==> src/rtl/ring_msg_framer_pkg.sv <==
// ring_msg_framer_pkg: header field layout and FSM encoding
// shared by the ring message framer and anything that builds headers.
package ring_msg_framer_pkg;

    localparam int DEST_HI = 31;
    localparam int DEST_LO = 28;
    localparam int TYPE_HI = 27;
    localparam int TYPE_LO = 24;
    localparam int LEN_HI  = 5;
    localparam int LEN_LO  = 0;
    localparam int LEN_W   = 6;

    typedef enum logic [1:0] {
        ST_IDLE = 2'd0,
        ST_PAY  = 2'd1,
        ST_DROP = 2'd2
    } state_t;

    // Payload length carried in a header word.
    function automatic logic [LEN_W-1:0] hdr_len(input logic [31:0] hdr);
        return hdr[LEN_HI:LEN_LO];
    endfunction

endpackage

==> src/rtl/ring_msg_framer.sv <==
// ring_msg_framer: drains a FWFT queue into sop/eop-framed ring
// messages; oversize messages are swallowed whole and counted.
module ring_msg_framer
    import ring_msg_framer_pkg::*;
#(
    parameter int WIDTH   = 32,
    parameter int MAX_LEN = 63
) (
    input  logic             clk,
    input  logic             rst_n,
    input  logic [WIDTH-1:0] q_dout,
    input  logic             q_empty,
    output logic             q_rd_en,
    output logic [WIDTH-1:0] out_data,
    output logic             out_valid,
    output logic             out_sop,
    output logic             out_eop,
    input  logic             out_ready,
    output logic             drop_pulse,
    output logic [7:0]       drop_count,
    output logic             busy
);

    localparam logic [LEN_W-1:0] MAX_LEN_W = LEN_W'(MAX_LEN);

    state_t             r_state;
    logic [LEN_W-1:0]   r_remaining;
    logic [WIDTH-1:0]   r_out_data;
    logic               r_out_valid;
    logic               r_out_sop;
    logic               r_out_eop;
    logic               r_drop_pulse;
    logic [7:0]         r_drop_count;

    logic               w_can_load;
    logic               w_rd_en;
    logic [LEN_W-1:0]   w_len;
    logic               w_last;

    assign w_can_load = ~r_out_valid | out_ready;
    assign w_len      = hdr_len(q_dout[31:0]);
    assign w_last     = (r_remaining == LEN_W'(1));

    // Pop decision: DROP ignores the output slot; reset forces no pop.
    always_comb begin
        w_rd_en = 1'b0;
        unique case (r_state)
            ST_IDLE, ST_PAY: w_rd_en = ~q_empty & w_can_load;
            ST_DROP:         w_rd_en = ~q_empty;
            default:         w_rd_en = 1'b0;
        endcase
        if (!rst_n) begin
            w_rd_en = 1'b0;
        end
    end

    // Framing FSM with the one-entry output register folded in.
    always_ff @(posedge clk or negedge rst_n) begin
        if (!rst_n) begin
            r_state      <= ST_IDLE;
            r_remaining  <= '0;
            r_out_data   <= '0;
            r_out_valid  <= 1'b0;
            r_out_sop    <= 1'b0;
            r_out_eop    <= 1'b0;
            r_drop_pulse <= 1'b0;
            r_drop_count <= '0;
        end else begin
            r_drop_pulse <= 1'b0;
            if (r_out_valid && out_ready) begin
                r_out_valid <= 1'b0;
            end
            unique case (r_state)
                ST_IDLE: begin
                    if (w_rd_en) begin
                        if (w_len == '0) begin
                            r_out_data  <= q_dout;
                            r_out_valid <= 1'b1;
                            r_out_sop   <= 1'b1;
                            r_out_eop   <= 1'b1;
                        end else if (w_len <= MAX_LEN_W) begin
                            r_out_data  <= q_dout;
                            r_out_valid <= 1'b1;
                            r_out_sop   <= 1'b1;
                            r_out_eop   <= 1'b0;
                            r_remaining <= w_len;
                            r_state     <= ST_PAY;
                        end else begin
                            r_drop_pulse <= 1'b1;
                            if (r_drop_count != 8'hFF) begin
                                r_drop_count <= r_drop_count + 8'd1;
                            end
                            r_remaining <= w_len;
                            r_state     <= ST_DROP;
                        end
                    end
                end
                ST_PAY: begin
                    if (w_rd_en) begin
                        r_out_data  <= q_dout;
                        r_out_valid <= 1'b1;
                        r_out_sop   <= 1'b0;
                        r_out_eop   <= w_last;
                        r_remaining <= r_remaining - LEN_W'(1);
                        if (w_last) begin
                            r_state <= ST_IDLE;
                        end
                    end
                end
                ST_DROP: begin
                    if (w_rd_en) begin
                        r_remaining <= r_remaining - LEN_W'(1);
                        if (w_last) begin
                            r_state <= ST_IDLE;
                        end
                    end
                end
                default: begin
                    r_state <= ST_IDLE;
                end
            endcase
        end
    end

    assign q_rd_en    = w_rd_en;
    assign out_data   = r_out_data;
    assign out_valid  = r_out_valid;
    assign out_sop    = r_out_sop;
    assign out_eop    = r_out_eop;
    assign drop_pulse = r_drop_pulse;
    assign drop_count = r_drop_count;
    assign busy       = (r_state != ST_IDLE) | r_out_valid;

endmodule

==> config.mk <==
export PLATFORM = sky130hd
export DESIGN_NAME = ring_msg_framer
export DESIGN_NICKNAME = d
export VERILOG_FILES = /design/src/rtl/ring_msg_framer_pkg.sv /design/src/rtl/ring_msg_framer.sv
export SDC_FILE = /design/constraint.sdc
export NUM_CORES = 1
export LEC_CHECK = 0
export CORE_UTILIZATION = 45
export CTS_BUF_LIST = sky130_fd_sc_hd__clkbuf_2
export CTS_CLUSTER_SIZE = 10
export DETAILED_ROUTE_END_ITERATION = 10
export PLACE_DENSITY_LB_ADDON = 0.15
export RECOVER_POWER = 25
export SETUP_SLACK_MARGIN = 0.05
export SYNTH_ARGS = -nofsm -noshare
export SYNTH_HDL_FRONTEND = slang
export SYNTH_SLANG_ARGS = --single-unit
==> constraint.sdc <==
create_clock -name clk -period 3 [get_ports clk]
set_clock_uncertainty 0.05 [all_clocks]
set_input_delay 0.6 -clock clk [delete_from_list [all_inputs] [get_ports clk]]
set_output_delay 0.6 -clock clk [all_outputs]
set_load 0.02 [all_outputs]
==> metrics.md, run 1 <==
| Metric | Value |
|---|---|
| Slowest-stage cell, CP | dfrtp_1 |
| DP HPWL | 3.39 mm |
| Max IR drop VDD | 0.492 mV |
| CP cell instances | inv_1, ha_1, or2_2, a21oi_4, nor2_1, dlygate4sd2_1 |
| Fmax | 0.372 GHz |
| Mapped Cells | 173 |
| Least-Margin Pin Slew | 1.31 ns |
| Period Utilization, post-route | 89.7% |
| Most used DFF post-synth | dfrtp_1 |
| Fraction of registers with async set/reset | 100% |
| Vias after detailed routing | 1619 |
| Final RePlAce weighted congestion | 0.785 |
| Nets@finish | 296 |
| Worst R2R Path Depth | 5 |
| Area leader, netlist | dfrtp_1 |
| Starting density of the core | 47.2% |
| Total power | 0.00279 W |
| EDFF count, synth | 0 |
| Switching component of the power | 0.00104 W |
| Relative slew slack | 12.6% |
| Power Density | 874 nW/um^2 |
| Clk Tree Root Cell | clkbuf_2 |
| Pin count of the biggest net entering global routing | 54 |
| Net Sw Frac | 37.2% |
| Number of DRC markers in iteration 0 | 39 |
| Setup TNS | 0 ns |
| Placement row count | 25 |
| Clk_lat worst skew | 0.42 ns |
| CTS Buf Count | 5 |
| Routed length per instance | 14.4 um |
| Synth top area share | 58.0% |
| Register area share after synthesis | 58.0% |
| Worst r2r src | r_state[0] |
| Clk buf depth | 2 |
| Area delta synth->final | 42.2% |
| Die width | 72.6 um |
| Worst hold stages | 0 |
| Clock period minus worst slack | 2.69 ns |
| Critical Path AT | 2.04 ns |
| Global-route wire length before repair | 7.64 mm |
| Antenna violations before repair | 0 |
| Share of layout cells above drive strength 1 | 20.4% |
| Syn_nets | 215 |
| Power share of the combinational group | 50.7% |
| Hold Vio Cnt, Final | 0 |
| Drc violations | 0 |
| Total number of yosys warnings | 0 |
| Status | complete, no violations |
| Core area | 4750 um^2 |
| CTS tree | built |
| I/O Pins | 82 |
| CP peak stage delay | 0.45 ns |
| Netlist Area Pre-Place | 2240 um^2 |
| Worst endpoint required time | 2.35 ns |
| Reg power frac | 39.8% |
| Syn Area/Cell | 13.0 um^2 |
| Top post-synthesis cells by area | dfrtp_1, mux2_2, ha_1 |
| Htree depth | 2 |
| Gr usage total | 19.3% |
| Min-Delay Endpoint | drop_count[6] |
| Setup crit end kind | output pin |
| Hold path startpoint | drop_count[6] |
| Vias per cell | 5.03 |
| Max_cap viols | 0 |
| Hold-fix buffers, CTS | 0 |
| Diodes inserted | 0 |
| Worst reg-to-reg setup slack | 0.77 ns |
| HP Class | reg -> reg |
| Vias in the first global route | 1572 |
| DRT Pass-1 Iters | 4 |
| CP startpoint kind | register |
| GRT overflow | 0 |
| RSZ-0062 raised after global routing | no |
| Clock power frac | 9.5% |
| Reg-to-Reg End | r_remaining[1] |
| Setup CP Type | reg -> out |
| Final ANT Viol Nets | 0 |
| Chip Height | 72.6 um |
| Fin. max-slew vios | 0 |
| Cell family with most CP delay | flip-flops |
| Reg clk slew, reported paths | 0.23 ns |
| CP bufs+invs | 2 |
| Cell-internal power | 0.00175 W |
| Static leakage | 1.36 nW |
| DRT Wirelength | 4.65 mm |
| Final setup vio count | 0 |
| Number of synthesized register bits | 52 |
| Distinct cells, synth | 42 |
| PortBufs | 81 |
| CP Max Fanout | 4 |
| Die area | 5270 um^2 |
| Clock tree sinks | 52 |
synthesized netlist by cell type (2+ instances only):
| library cell | instances |
|---|---|
| o22a_1 | 2 |
| a21oi_1 | 2 |
| inv_1 | 7 |
| o21ai_0 | 4 |
| ha_1 | 6 |
| dfrtp_1 | 52 |
| nand3_1 | 2 |
| mux2_2 | 30 |
| nor3_1 | 3 |
| nor2b_1 | 2 |
| nor2_1 | 8 |
| nand2_1 | 5 |
| o31a_1 | 2 |
| nor4_1 | 2 |
| mux2_1 | 2 |
| a2bb2oi_1 | 2 |
| buf_2 | 5 |
| clkbuf_1 | 10 |
| mux2i_1 | 3 |
| nand2b_1 | 2 |
sequential cells by signal, summed over array words and instances (netlist names):
| name | cells |
|---|---|
| drop_count | 8 |
| drop_pulse | 1 |
| out_data | 32 |
| out_eop | 1 |
| out_sop | 1 |
| out_valid | 1 |
| r_remaining | 6 |
| r_state | 2 |
per-layer routing:
layer  track usage [%]  vias up  part of all wire (%)
met2              29.7       49                    49
met4              6.97        0                   1.5
met3              7.46        8                   6.8
met5                 0        -                     0
li1                  -      770                     -
met1              25.0      792                    43
cells in the final DEF (no fill, tap or decap), drive strengths merged, types with 2 or more instances in the layout:
cell           Yosys  final
nand2b             2      2
o22a               2      2
nand3              2      2
nand2              5      5
buf                5      8
nor3               3      3
o21ai              4      4
clkdlybuf4s50      0     79
nor4               3      3
or4                2      2
mux2i              3      3
dfrtp             52     52
ha                 6      6
a21oi              3      3
nor4b              2      2
clkinv             0      3
nor2               8      8
nor2b              2      2
a2bb2oi            2      2
inv                7      7
o31a               2      2
clkbuf            10      6
mux2              32     32
metrics by stage:
step	worst slack [ns]	utilization (%)	std cells	instance area, um^2	hold slack, ns
floorplan	0.859	-	173	2240	0.254
global placement	0.132	66.1	313	3140	0.315
detailed placement	0.116	66.1	313	3140	0.317
CTS	0.242	67.2	322	3190	0.210
global route	0.138	67.1	322	3190	0.379
finish	0.309	67.1	322	3190	0.358
worst max path at each step:
stage / cells after the start / endpoint / slack [ns] / startpoint
final: 6 / q_rd_en / 0.31 / r_state[1]
after global routing: 6 / q_rd_en / 0.14 / r_state[1]
after CTS: 6 / q_rd_en / 0.24 / r_state[1]
after detailed placement: 5 / q_rd_en / 0.12 / out_ready
after global placement: 5 / q_rd_en / 0.13 / out_ready
after floorplan: 5 / q_rd_en / 0.86 / r_state[0]
cell type report:
type	instances	area (um^2)
Fill cell	386	1560
Sequential cell	52	1300
Multi-Input combinational cell	99	878
Timing Repair Buffer	89	862
Tap cell	67	83.8
Inverter	7	26.3
Clock buffer	5	25.0
Clock inverter	3	13.8
logic make-up after synthesis:
logic type,synth area share (%)
other,0.167
multiplexers,17.4
AND/OR/NAND/NOR,9.37
flip-flops,58.0
buffers and inverters,3.96
adder cells (fa/ha/maj),3.35
AO/OA/AOI/OAI,7.75
power groups by stage:
stage	clock network, W	registers [W]	logic [W]
6_report	0.000265	0.00111	0.00141
2_1_floorplan	0	0.00139	0.000498
4_1_cts	0.000284	0.00111	0.00143
3_5_place_dp	0	0.00113	0.00141
5_1_grt	0.000314	0.00115	0.00151
3_3_place_gp	0	0.00112	0.00139
worst reg2reg max path, stage by stage (launching register included):
cell	delay (ns)
dfrtp_1	0.47
ha_1	0.23
or3b_1	0.37
buf_4	0.18
nor4_2	0.48
mux2_1	0.37
timing repair:
| item | CTS | global route |
|---|---|---|
| endpoints found under the setup margin | 1 | 0 |
| gates resized for setup | 2 | 0 |
| buffers inserted | 1 | 0 |
No activity file was read; power rests on OpenSTA's default activity.
==> run 2: changes to the inputs <==
CAP_MARGIN = 20   (was unset)
==> results of run 2 <==
Final layout, timing and power as in run 1 (identical DEF).
==> run 3: changes to the inputs <==
ABC_AREA = 1   (was unset)
GPL_TIMING_DRIVEN = 0   (was unset)
==> run 3 against run 2 <==
  * Total power is 7.6% higher
  * Die area rose by 4.0%
  * Final cell count increased by 33%
  * Clock power up 36%
  * Global-route usage up 1.7 points
  * Largest cell class unchanged
==> metrics.md, run 3 <==
| Metric | Value |
|---|---|
| Final setup vio count | 0 (unchanged) |
| Multi-input gate area | 873 um^2 (was 878 um^2) |
| Fraction of registers with async set/reset | 100% (unchanged) |
| Synth Area in XOR/XNOR | 0.375% (was 0%) |
| Hold Worst Slack | 0.103 ns (was 0.358 ns) |
| DRT Pass-1 Iters | 4 (unchanged) |
| Placement row count | 25 (unchanged) |
| Global-route wire length before repair | 8.85 mm (was 7.64 mm) |
| Vias in the first global route | 2029 (was 1572) |
| Vias after detailed routing | 2031 (was 1619) |
| Clk_lat worst skew | 0.43 ns (was 0.42 ns) |
| Vias per cell | 4.76 (was 5.03) |
| Fmax | 0.362 GHz (was 0.372 GHz) |
| Least-Margin Pin Slew | 0.697 ns (was 1.31 ns) |
| Relative slew slack | 53.4% (was 12.6%) |
| Static leakage | 1.61 nW (was 1.36 nW) |
| Max FFs per register | 32 (unchanged) |
| Area delta synth->final | 42.2% (about the same) |
| Top post-synthesis cells by area | dfrtp_1, nand2_1, o21ai_0 (was dfrtp_1, mux2_2, ha_1) |
| Clock period minus worst slack | 2.76 ns (was 2.69 ns) |
| CP startpoint kind | register (unchanged) |
| CTS Buf Count | 5 (unchanged) |
| Die area | 5480 um^2 (was 5270 um^2) |
| Most common cell after layout, fill and taps aside | nand2_1 (was clkdlybuf4s50_1) |
| Most frequent cells in the layout | nand2_1, clkdlybuf4s50_1, dfrtp_1, o21ai_0, inv_1 (was clkdlybuf4s50_1, dfrtp_1, mux2_2, nor2_1) |
| CTS tree | built (unchanged) |
| PortBufs | 81 (unchanged) |
| I/O Pins | 82 (unchanged) |
| Chip Height | 74.1 um (was 72.6 um) |
| GRT overflow | 0 (unchanged) |
| Number of synthesized register bits | 52 (unchanged) |
| EDFF count, synth | 0 (unchanged) |
| Post-route cell area | 3320 um^2 (was 3190 um^2) |
| Core area | 4850 um^2 (was 4750 um^2) |
| DP Area | 3250 um^2 (was 3140 um^2) |
| Synth top cells by count | nand2_1, dfrtp_1, o21ai_0 (was dfrtp_1, mux2_2, clkbuf_1) |
| Most used DFF post-synth | dfrtp_1 (unchanged) |
| Post-CTS setup buffers | 0 (was 1) |
| Syn_nets | 311 (was 215) |
| Met1 Usage GRT | 24.8% (was 25.0%) |
| Compound-Gate Fraction of Synth Area | 9.80% (was 7.75%) |
| Register area | 1300 um^2 (unchanged) |
| Htree depth | 2 (unchanged) |
| Hold Vio Cnt, Final | 0 (unchanged) |
| DRT Wirelength | 5.30 mm (was 4.65 mm) |
| CP Max Fanout | 4 (unchanged) |
| Final RePlAce weighted congestion | 0.907 (was 0.785) |
| Max_cap viols | 0 (unchanged) |
| Synth Area in Adders | 3.21% (was 3.35%) |
| Drc violations | 0 (unchanged) |
| Final ANT Viol Nets | 0 (unchanged) |
| Power Density | 903 nW/um^2 (was 874 nW/um^2) |
| DP HPWL | 3.97 mm (was 3.39 mm) |
| Most frequent cell after synthesis | nand2_1 (was dfrtp_1) |
| Share of layout cells above drive strength 1 | 6.67% (was 20.4%) |
| Area leader, netlist | dfrtp_1 (unchanged) |
| Largest family of logic cells by synthesized area | simple AND/OR/NAND/NOR gates (was multiplexers) |
| Setup CP Type | reg -> out (unchanged) |
| Worst endpoint required time | 2.35 ns (about the same) |
| Status | complete, no violations (unchanged) |
| Synth top area share | 55.7% (was 58.0%) |
| M2 GR Usage | 37.7% (was 29.7%) |
| Met3 Use GR | 5.01% (was 7.46%) |
| Critical Path AT | 2.11 ns (was 2.04 ns) |
| Gr usage total | 21.0% (was 19.3%) |
| Mapped Cells | 269 (was 173) |
| Reg-to-Reg End | out_data[6] (was r_remaining[1]) |
| Worst r2r src | r_state[0] (unchanged) |
| Max IR drop VDD | 0.461 mV (was 0.492 mV) |
| Mux cell area share after synthesis | 0% (was 17.4%) |
| Routed length per instance | 12.4 um (was 14.4 um) |
| Diodes inserted | 0 (unchanged) |
| Netlist Area Pre-Place | 2340 um^2 (was 2240 um^2) |
| Setup crit end kind | output pin (unchanged) |
| Reg clk slew, reported paths | 0.26 ns (was 0.23 ns) |
| Worst reg-to-reg setup slack | 1.16 ns (was 0.77 ns) |
| Clk buf depth | 2 (unchanged) |
| Nets@finish | 401 (was 296) |
| RSZ-0062 raised after global routing | no (unchanged) |
| Fin. max-slew vios | 0 (unchanged) |
| GRT Max-Usage Layer | met2 (unchanged) |
| Period Utilization, post-route | 92.0% (was 89.7%) |
| Fill count | 401 (was 386) |
| Die width | 74.1 um (was 72.6 um) |
| Worst R2R Path Depth | 8 (was 5) |
| Pin count of the biggest net entering global routing | 38 (was 54) |
| Antenna violations before repair | 0 (unchanged) |
| Starting density of the core | 48.2% (was 47.2%) |
| Distinct cells, synth | 22 (was 42) |
| Register area share after synthesis | 55.7% (was 58.0%) |
| Number of DRC markers in iteration 0 | 108 (was 39) |
| Total number of yosys warnings | 0 (unchanged) |
| Clock tree sinks | 52 (unchanged) |
| Syn Area/Cell | 8.68 um^2 (was 13.0 um^2) |
| Clk Tree Root Cell | clkbuf_2 (unchanged) |
| HP Class | in -> async (was reg -> reg) |
| Post-synthesis simple-gate area fraction | 23.8% (was 9.37%) |
==> run 3: cell count changes after synthesis, moves of 8 or more <==
| cell | previous run | this run |
|---|---|---|
| inv_1 | 7 | 17 |
| mux2_2 | 30 | 0 |
| nand2_1 | 5 | 96 |
| o21ai_0 | 4 | 38 |
| nand3_1 | 2 | 10 |
==> run 3: final cells by class <==
| class | instances | share of cell area (%) |
|---|---|---|
| Timing Repair Buffer | 83 | 25.1 |
| Multi-Input combinational cell | 181 | 26.3 |
| Buffer | 18 | 2.83 |
| Tap cell | 67 | 2.52 |
| Sequential cell | 52 | 39.2 |
| Clock buffer | 5 | 0.754 |
| Clock inverter | 3 | 1.28 |
| Inverter | 18 | 2.03 |
==> run 3: timing repair <==
item,CTS,global route
hold buffers,1,0
setup endpoints to repair,1,0
hold endpoints to repair,16,0
gates resized for setup,1,0
==> run 3: cell families (layout without fill, tap and decap cells) <==
logic type,after synthesis,in the layout
adder cells (fa/ha/maj),6,6
AND/OR/NAND/NOR,130,130
buffers and inverters,36,127
XOR/XNOR,1,1
flip-flops,52,52
AO/OA/AOI/OAI,43,43
other,1,1
==> run 3: metal layers <==
| layer | share of wire (%) | vias up |
|---|---|---|
| met4 | 1.5 | 0 |
| li1 | - | 1020 |
| met2 | 51 | 56 |
| met3 | 5.4 | 7 |
| met1 | 42 | 948 |
| met5 | 0 | - |
==> run 3: worst max-delay path by stage <==
| stage | to | startpoint |
|---|---|---|
| after floorplan | q_rd_en | r_state[0] |
| after global placement | q_rd_en | rst_n |
| after detailed placement | q_rd_en | rst_n |
| after CTS | busy | r_state[0] |
| after global routing | busy | r_state[0] |
| final | busy | r_state[0] |
==> run 3: stage by stage <==
stage	setup WS [ns]	std cells	TNS [ns]	power [W]	util, %
after floorplan	1.21	269	0	0.00198	-
after global placement	-1.64	417	-56.19	0.00262	66.6
after detailed placement	0.146	418	0	0.00267	66.9
after CTS	0.211	427	0	0.00303	68.5
after global routing	0.100	427	0	0.00324	68.5
final	0.241	427	0	0.00300	68.5
==> run 3: worst max-delay path: stages, from the launching register on <==
cell and delay (ns):
dfrtp_1 0.47, inv_1 0.09, ha_1 0.23, inv_2 0.08
or2_2 0.27, clkdlybuf4s50_1 0.55
==> run 3: power by group <==
group	leakage [nW]	switching, W	internal (W)	total, W
clock network	0.0406	0.000221	0.000140	0.000361
logic	0.905	0.000873	0.000669	0.00154
registers	0.660	0.000143	0.000954	0.00110
total	1.61	0.00124	0.00176	0.00300
